## config.mk

```make
export PLATFORM = sky130hd
export DESIGN_NAME = pilha_parametrizada
export DESIGN_NICKNAME = d
export VERILOG_FILES = /design/src/rtl/pilha_parametrizada.sv
export SDC_FILE = /design/constraint.sdc
export NUM_CORES = 1
export LEC_CHECK = 0
export ABC_AREA = 1
export ABC_CLOCK_PERIOD_IN_PS = 3300
export CAP_MARGIN = 20
export CORE_MARGIN = 3
export CORE_UTILIZATION = 30
export CTS_CLUSTER_SIZE = 28
export DETAILED_ROUTE_END_ITERATION = 8
export DONT_BUFFER_PORTS = 1
export RECOVER_POWER = 25
export SYNTH_ARGS = -nofsm -noshare
export SYNTH_HDL_FRONTEND = slang
export SYNTH_SLANG_ARGS = --single-unit
```

## constraint.sdc

```tcl
create_clock -name Clk -period 3.3 [get_ports Clk]
set_input_delay 0.66 -clock Clk [delete_from_list [all_inputs] [get_ports Clk]]
set_output_delay 0.66 -clock Clk [all_outputs]
set_load 0.05 [all_outputs]
```

## src/rtl/pilha_parametrizada.sv

```systemverilog
`default_nettype none
// ============================================================================
//  Module   : pilha_parametrizada
//  Purpose  : Parametrised LIFO operand stack. Top two entries are exposed
//             combinationally for the ALU. Supports push, pop, replace-two,
//             swap and dup, with full/empty flags and error reporting.
//  Revision : 1.0 - initial release
// ============================================================================
module pilha_parametrizada #(
  parameter int  WIDTH = 8,
  parameter int  DEPTH = 8,
  localparam int CW    = $clog2(DEPTH + 1)
) (
  input  logic             Clk,
  input  logic             Reset,
  input  logic [WIDTH-1:0] D,
  input  logic [2:0]       Op,
  output logic [WIDTH-1:0] TDP,
  output logic [WIDTH-1:0] PDP,
  output logic [CW-1:0]    Count,
  output logic             Empty,
  output logic             Full,
  output logic             Err,
  output logic             ErrSticky
);

  typedef enum logic [2:0] {
    OP_NOP   = 3'b000,
    OP_PUSH  = 3'b001,
    OP_POP   = 3'b010,
    OP_REPL2 = 3'b011,
    OP_SWAP  = 3'b100,
    OP_DUP   = 3'b101
  } op_e;

  logic [WIDTH-1:0] mem_q [DEPTH];
  logic [WIDTH-1:0] mem_d [DEPTH];
  logic [CW-1:0]    count_q, count_d;
  logic             err_q, err_d;
  logic             sticky_q, sticky_d;

  // Occupancy as a plain integer so index comparisons never wrap in CW bits
  int               w_cnt;
  logic [WIDTH-1:0] w_tdp, w_pdp;
  logic             w_has1, w_has2, w_room, w_reject;

  assign w_cnt  = int'(count_q);
  assign w_has1 = (w_cnt >= 1);
  assign w_has2 = (w_cnt >= 2);
  assign w_room = (w_cnt < DEPTH);

  // Top and next-below-top selection; absent entries read as zero
  always_comb begin
    w_tdp = '0;
    w_pdp = '0;
    for (int i = 0; i < DEPTH; i++) begin
      if (w_cnt == i + 1) w_tdp = mem_q[i];
      if (w_cnt == i + 2) w_pdp = mem_q[i];
    end
  end

  // Next-state computation: one op per cycle, rejected ops leave state intact
  always_comb begin
    mem_d    = mem_q;
    count_d  = count_q;
    w_reject = 1'b0;
    case (Op)
      OP_PUSH: begin
        if (w_room) begin
          for (int i = 0; i < DEPTH; i++)
            if (w_cnt == i) mem_d[i] = D;
          count_d = count_q + CW'(1);
        end else begin
          w_reject = 1'b1;
        end
      end
      OP_POP: begin
        if (w_has1) begin
          // Clear the vacated slot so stale data never resurfaces
          for (int i = 0; i < DEPTH; i++)
            if (w_cnt == i + 1) mem_d[i] = '0;
          count_d = count_q - CW'(1);
        end else begin
          w_reject = 1'b1;
        end
      end
      OP_REPL2: begin
        if (w_has2) begin
          for (int i = 0; i < DEPTH; i++) begin
            if (w_cnt == i + 2) mem_d[i] = D;
            if (w_cnt == i + 1) mem_d[i] = '0;
          end
          count_d = count_q - CW'(1);
        end else begin
          w_reject = 1'b1;
        end
      end
      OP_SWAP: begin
        if (w_has2) begin
          for (int i = 0; i < DEPTH; i++) begin
            if (w_cnt == i + 1) mem_d[i] = w_pdp;
            if (w_cnt == i + 2) mem_d[i] = w_tdp;
          end
        end else begin
          w_reject = 1'b1;
        end
      end
      OP_DUP: begin
        if (w_has1 && w_room) begin
          for (int i = 0; i < DEPTH; i++)
            if (w_cnt == i) mem_d[i] = w_tdp;
          count_d = count_q + CW'(1);
        end else begin
          w_reject = 1'b1;
        end
      end
      default: begin
        // NOP and reserved codes: no change, no error
      end
    endcase
    err_d    = w_reject;
    sticky_d = sticky_q | w_reject;
  end

  // State registers with asynchronous active-low clear
  always_ff @(posedge Clk or negedge Reset) begin
    if (!Reset) begin
      for (int i = 0; i < DEPTH; i++) mem_q[i] <= '0;
      count_q  <= '0;
      err_q    <= 1'b0;
      sticky_q <= 1'b0;
    end else begin
      for (int i = 0; i < DEPTH; i++) mem_q[i] <= mem_d[i];
      count_q  <= count_d;
      err_q    <= err_d;
      sticky_q <= sticky_d;
    end
  end

  assign TDP       = w_tdp;
  assign PDP       = w_pdp;
  assign Count     = count_q;
  assign Empty     = (w_cnt == 0);
  assign Full      = (w_cnt == DEPTH);
  assign Err       = err_q;
  assign ErrSticky = sticky_q;

endmodule
`default_nettype wire

```

==> results.cfg, run 1 <==
[run_status]
status = finished with violations
violations = max-capacitance violations, max-slew violations

[timing]
rsz0062_at_grt = true
skew_ns = 0.0116
timing.final.ws_setup_ns = 0.120
tns_ns = 0
finalCritPeriodShare = 0.964
slew_headroom = -0.172
finalHoldViolations = 0
finalMaxSlewViolations = 25
fmax_ghz = 0.314
fin_crit_ns = 3.18
setup_viol = 0
tightest_slew_ns = 1.76
whs_ns = 0.517

[power_and_ir_drop]
p_int_mw = 3.91
p_leak_nw = 4.63
finalPower_mw = 9.20
irDropWorstVdd_mv = 1.09
seq_power_share = 0.175
switchingPower_mw = 5.29
power_frac_comb = 0.706
clock_power_share = 0.118
powerDensity_mw_per_mm2 = 1110
switching_share = 0.575

[setup_path]
cp_slowest_stage_delay_ns = 0.42
critical_path.max_fanout = 12
crit_arrival_ns = 2.52
crit_path_end_kind = primary output
critPathKind = reg -> out
worstRegToRegCells = 11
crit_chain = inv_2 > ha_2 > inv_2 > nor2_8 > buf_4 > a21oi_1 > nand2_1 > nand2_1 > nand2_1 > nand2_1 > nand2_1 > nand2_1 > nand2_4 > clkinvlp_4
r2r-end = mem_q[0]
rrSetupSlack_ns = 0.63
crit_slowest_cell = dfrtp_1
required_ns = 2.64
r2r-start = Count[1]
startpoint_type = flop
path_common_cell = nand2_1

[synthesis]
synthSimpleGateAreaFrac = 0.486
ys_types = 37
synth_seq_area_share = 0.242
synth_top_area_frac = 0.262
synth_area_leader_cell = nand2_1
ys_warn_count = 0
synth_seq_cells = 70
synth-adder-area-share = 0.0104
async_reset_ff_frac = 1.00
syn_area_per_cell_um2 = 5.49
synth_area_mm2 = 0.00723
synth_top_family_by_area = simple AND/OR/NAND/NOR gates
synth_compound_area_frac = 0.106
synthXorXnorAreaFrac = 0.00484
synth_edf_count = 0
yosys_most_used_dff = dfrtp_1
muxShareOfSynthArea = 0
yosys-top-cells-area = nand2_1 (26%), dfrtp_1 (24%), inv_1 (9.4%), nor2_1 (7.8%), nand3_1 (7.5%)
synth_nets = 1336
syn_inst = 1317

[floorplan]
die_h_um = 161
start_util = 0.306
rows = 56
io_pins = 37
core_mm2 = 0.0236
die_x_um = 161
dieArea_mm2 = 0.0260

[routing]
drc_errors = 0
drtIter0Drc = 906
totalWireLength_um = 27300
vias = 8155
post_drt_wl_per_cell_um = 16.5
ant_nets = 0
first_pass_iters = 5
vias_per_cell = 4.94

[min_path]
hold_start = D[6]
hp-class = in -> reg
whs_endpoint = mem_q[62]
min_path_cells = 2

[placement]
dp.cells = 1617
dp_hpwl_um = 19200
gp_congestion = 0.934
placed_area_mm2 = 0.00774
port_buffers = 0
dp_slack_ns = 0.183

[grt]
antenna_found_initial = 0
grt_pass1_wl_um = 43400
grt.overflow.total = 0
grt_max_degree = 60
grt.total_usage = 0.212
first_global_vias = 7501

[clock_network]
clock_latency_ns = 0.36
clock-sinks = 70
clk_pin_slew_worst_paths_ns = 0.06
cts_tree = done
clockBufferDepth = 2
cts_root_buffer = clkbuf_16
cts_buffers = 9
cts_max_level = 3

[final_layout]
stdcell_area_mm2 = 0.00831
nets = 1345
syn_to_final_growth_pct = 14.8
utilization = 0.352
fillers = 2655
diodes = 0
layout-drive-gt1-share = 0.124
final_cells = 1650

[job]
max_cap_viol_count = 1
[worst max path at each step]
stage | from | end | slack, ns | cells after the start
final | Count[1] | PDP[7] | 0.12 | 14
after global routing | Count[0] | PDP[0] | -0.02 | 13
after CTS | Count[0] | PDP[0] | 0.001 | 15
after detailed placement | Count[0] | PDP[0] | 0.18 | 15
after global placement | Count[0] | PDP[0] | 0.21 | 15
after floorplan | Count[0] | TDP[7] | 0.12 | 15
[layout by cell type, fill, tap and decap left out, drive strengths merged, types with 2 or more instances in the layout]
cell type	count
nand2	530
nor3	5
nor2	165
clkinvlp	9
bufinv	2
xor2	4
clkinv	4
a21oi	99
o21ai	36
ha	6
clkbuf	15
or2	9
o22ai	2
dfrtp	70
nand4	8
buf	45
nand3	111
o221ai	3
inv	202
[synthesized netlist by cell type (4+ instances only)]
cell	count
o21ai_0	32
a21oi_1	99
inv_1	181
clkbuf_1	14
nand4_1	8
xor2_1	4
nand2_1	505
inv_2	29
nor2_2	8
buf_2	23
nor2_1	150
buf_4	6
ha_1	6
or2_2	9
buf_6	6
nand3_1	108
nor2_8	4
dfrtp_1	70
nand2_2	24
[critical path, delay by kind of cell (launching register included)]
kind            cells  cell delay (ns)
simple gates        8             0.84
buf+inv             4             0.66
compound gates      1             0.03
fa+ha+maj           1             0.20
flops               1             0.42
[final cells by class]
| type | instances | area [um2] | area share |
|---|---|---|---|
| Clock buffer | 12 | 246 | 0.0297 |
| Clock inverter | 4 | 70.1 | 0.00844 |
| Inverter | 213 | 857 | 0.103 |
| Multi-Input combinational cell | 983 | 4460 | 0.537 |
| Sequential cell | 70 | 1750 | 0.211 |
| Tap cell | 319 | 399 | 0.0481 |
| Timing Repair Buffer | 49 | 517 | 0.0622 |
[power by group through the flow]
stage / clock network [mW] / registers [mW] / logic [mW]
floorplan: 0 / 1.63 / 4.20
global placement: 0 / 1.61 / 5.98
detailed placement: 0 / 1.62 / 6.00
CTS: 1.10 / 1.60 / 6.16
global route: 1.14 / 1.67 / 7.07
finish: 1.09 / 1.61 / 6.50
[cell families after synthesis]
kind of cell             after synthesis
AND/OR/NAND/NOR                      827
buffers and inverters                265
AO/OA/AOI/OAI                        145
flip-flops                            70
adder cells (fa/ha/maj)                6
XOR/XNOR                               4
[metal layers]
metal	up-vias	share of wire	track usage
met5	-	0	0
met1	3735	0.45	0.303
li1	4030	-	-
met3	54	0.075	0.0380
met4	0	0.029	0.0782
met2	336	0.44	0.318
[registers in the layout (all words and copies together), names as in the netlist]
| register | flops |
|---|---|
| Err | 1 |
| mem_q | 64 |
| Count | 4 |
| ErrSticky | 1 |
[what timing repair did]
item | CTS | global route
hold buffers | 4 | 0
pin swaps | 1 | 5
gates resized for setup | 14 | 26
cloned | 1 | 0
endpoints found under the setup margin | 16 | 16
setup buffers | 0 | 12
endpoints found under the hold margin | 24 | 0
Note: power is estimated with default switching activity, not from simulation.
==> run 2, diff against run 1 <==
==> constraint.sdc (replaced) <==
create_clock -name Clk -period 3.3 [get_ports Clk]
set_input_delay 0.66 -clock Clk [delete_from_list [all_inputs] [get_ports Clk]]
set_output_delay 0.66 -clock Clk [all_outputs]
set_load 0.01 [all_outputs]
==> results.cfg, run 2 (synthesis gave the netlist of run 1 again) <==
[final_layout]
top_register = mem_q
diodes = 0
stdcell_area_mm2 = 0.00795
utilization = 0.337
largest_register_ffs = 64
mostFrequentLayoutCell = nand2_1
syn_to_final_growth_pct = 9.89
final_cell_mix = nand2_1 (505), inv_1 (178), nor2_1 (150)
final_cells = 1635
layout-drive-gt1-share = 0.106
nets = 1330

[power_and_ir_drop]
p_leak_nw = 4.57
power_frac_comb = 0.650
clock_power_share = 0.130
switchingPower_mw = 4.24
finalPower_mw = 7.50
p_int_mw = 3.26
irDropWorstVdd_mv = 0.532
switching_share = 0.565
seq_power_share = 0.219
powerDensity_mw_per_mm2 = 943

[timing]
timing.final.ws_setup_ns = 0.174
rsz0062_at_grt = false
tns_ns = 0
setup_viol = 0
tightest_slew_ns = 0.734
finalHoldViolations = 0
fin_crit_ns = 3.13
whs_ns = 0.00874
fmax_ghz = 0.320
skew_ns = 0.0111
slew_headroom = 0.509
finalMaxSlewViolations = 0
finalCritPeriodShare = 0.947

[setup_path]
r2r-end = mem_q[28]
cp_slowest_stage_delay_ns = 0.62
worstRegToRegCells = 20
crit_family = simple AND/OR/NAND/NOR gates
setup.worst_path.start = Count[2]
path_common_cell = nand2_1
critPathKind = reg -> out
crit_slowest_cell = dfrtp_1
crit_arrival_ns = 2.47
startpoint_type = flop
r2r-start = Count[0]
required_ns = 2.64
crit_chain = nand2_4 > nor2_8 > buf_6 > a21oi_1 > nand2_1 > nand3_1 > nand2_1 > nand2_1 > nand2_1 > nand2_1 > nand2_4 > inv_1
critical_path.max_fanout = 13
path_buf_inv = 2
rrSetupSlack_ns = 0.56
crit_path_end_kind = primary output

[clock_network]
cts_max_level = 3
clock-sinks = 70
cts_tree = done
cts_buffers = 9
clock_latency_ns = 0.35
clk_pin_slew_worst_paths_ns = 0.07
cts_root_buffer = clkbuf_16
clockBufferDepth = 2

[routing]
drc_errors = 0
vias_per_cell = 4.93
vias = 8054
ant_nets = 0
first_pass_iters = 5
totalWireLength_um = 26300
post_drt_wl_per_cell_um = 16.1
drtIter0Drc = 928

[floorplan]
rows = 56
die_x_um = 161
die_h_um = 161
start_util = 0.306
io_pins = 37
dieArea_mm2 = 0.0260
core_mm2 = 0.0236

[min_path]
hp-class = in -> async

[grt]
first_global_vias = 7457
grt.total_usage = 0.204
grt_max_degree = 60
antenna_found_initial = 0
grt.overflow.total = 0
grt_pass1_wl_um = 42200

[placement]
placed_area_mm2 = 0.00755
dp.cells = 1610
dp_slack_ns = 0.298
dp_hpwl_um = 18800
gp_congestion = 0.886
port_buffers = 0

[job]
max_cap_viol_count = 0

[run_status]
status = complete, no violations
run 2: cell count changes in the layout (fill, tap and decap cells not counted), moves of 3 or more:
cell and delta:
inv_1 +10, inv_6 -3, dlygate4sd3_1 +3, clkinvlp_4 -9, nand2_4 -6, buf_12 -10, nand2_2 +5, clkbuf_1 -5
buf_4 -4
run 2: what timing repair did:
action / in CTS / in global routing
hold endpoints to repair: 12 / 4
hold buffers: 3 / 1
setup endpoints to repair: 6 / 16
setup buffers: 0 / 5
pin swaps: 0 / 1
resized for setup: 4 / 9
run 2: final cells by class:
type	count	area, um2
Fill cell	2660	15700
Inverter	213	808
Clock buffer	12	267
Tap cell	319	399
Timing Repair Buffer	35	305
Multi-Input combinational cell	982	4400
Sequential cell	70	1760
Clock inverter	4	20.0
run 2: how the worst max path moves through the flow:
stage                  end  cells after the start
floorplan           PDP[6]                     10
global placement    PDP[0]                     14
detailed placement  PDP[0]                     14
CTS                 PDP[6]                     15
global route        PDP[1]                      8
finish              PDP[0]                     12
run 2: power by group through the flow:
stage,clock [mW],sequential (mW),combinational (mW)
after global placement,0,1.64,4.70
after detailed placement,0,1.65,4.71
final,0.979,1.65,4.88
after global routing,1.03,1.70,5.47
after CTS,0.990,1.64,4.75
after floorplan,0,1.55,3.47
run 2: metal layers:
layer / vias to the layer above / share of wire / track usage
met5: - / 0 / 0
met3: 59 / 0.081 / 0.0344
met2: 345 / 0.44 / 0.310
met4: 0 / 0.029 / 0.0794
li1: 4007 / - / -
met1: 3643 / 0.45 / 0.289
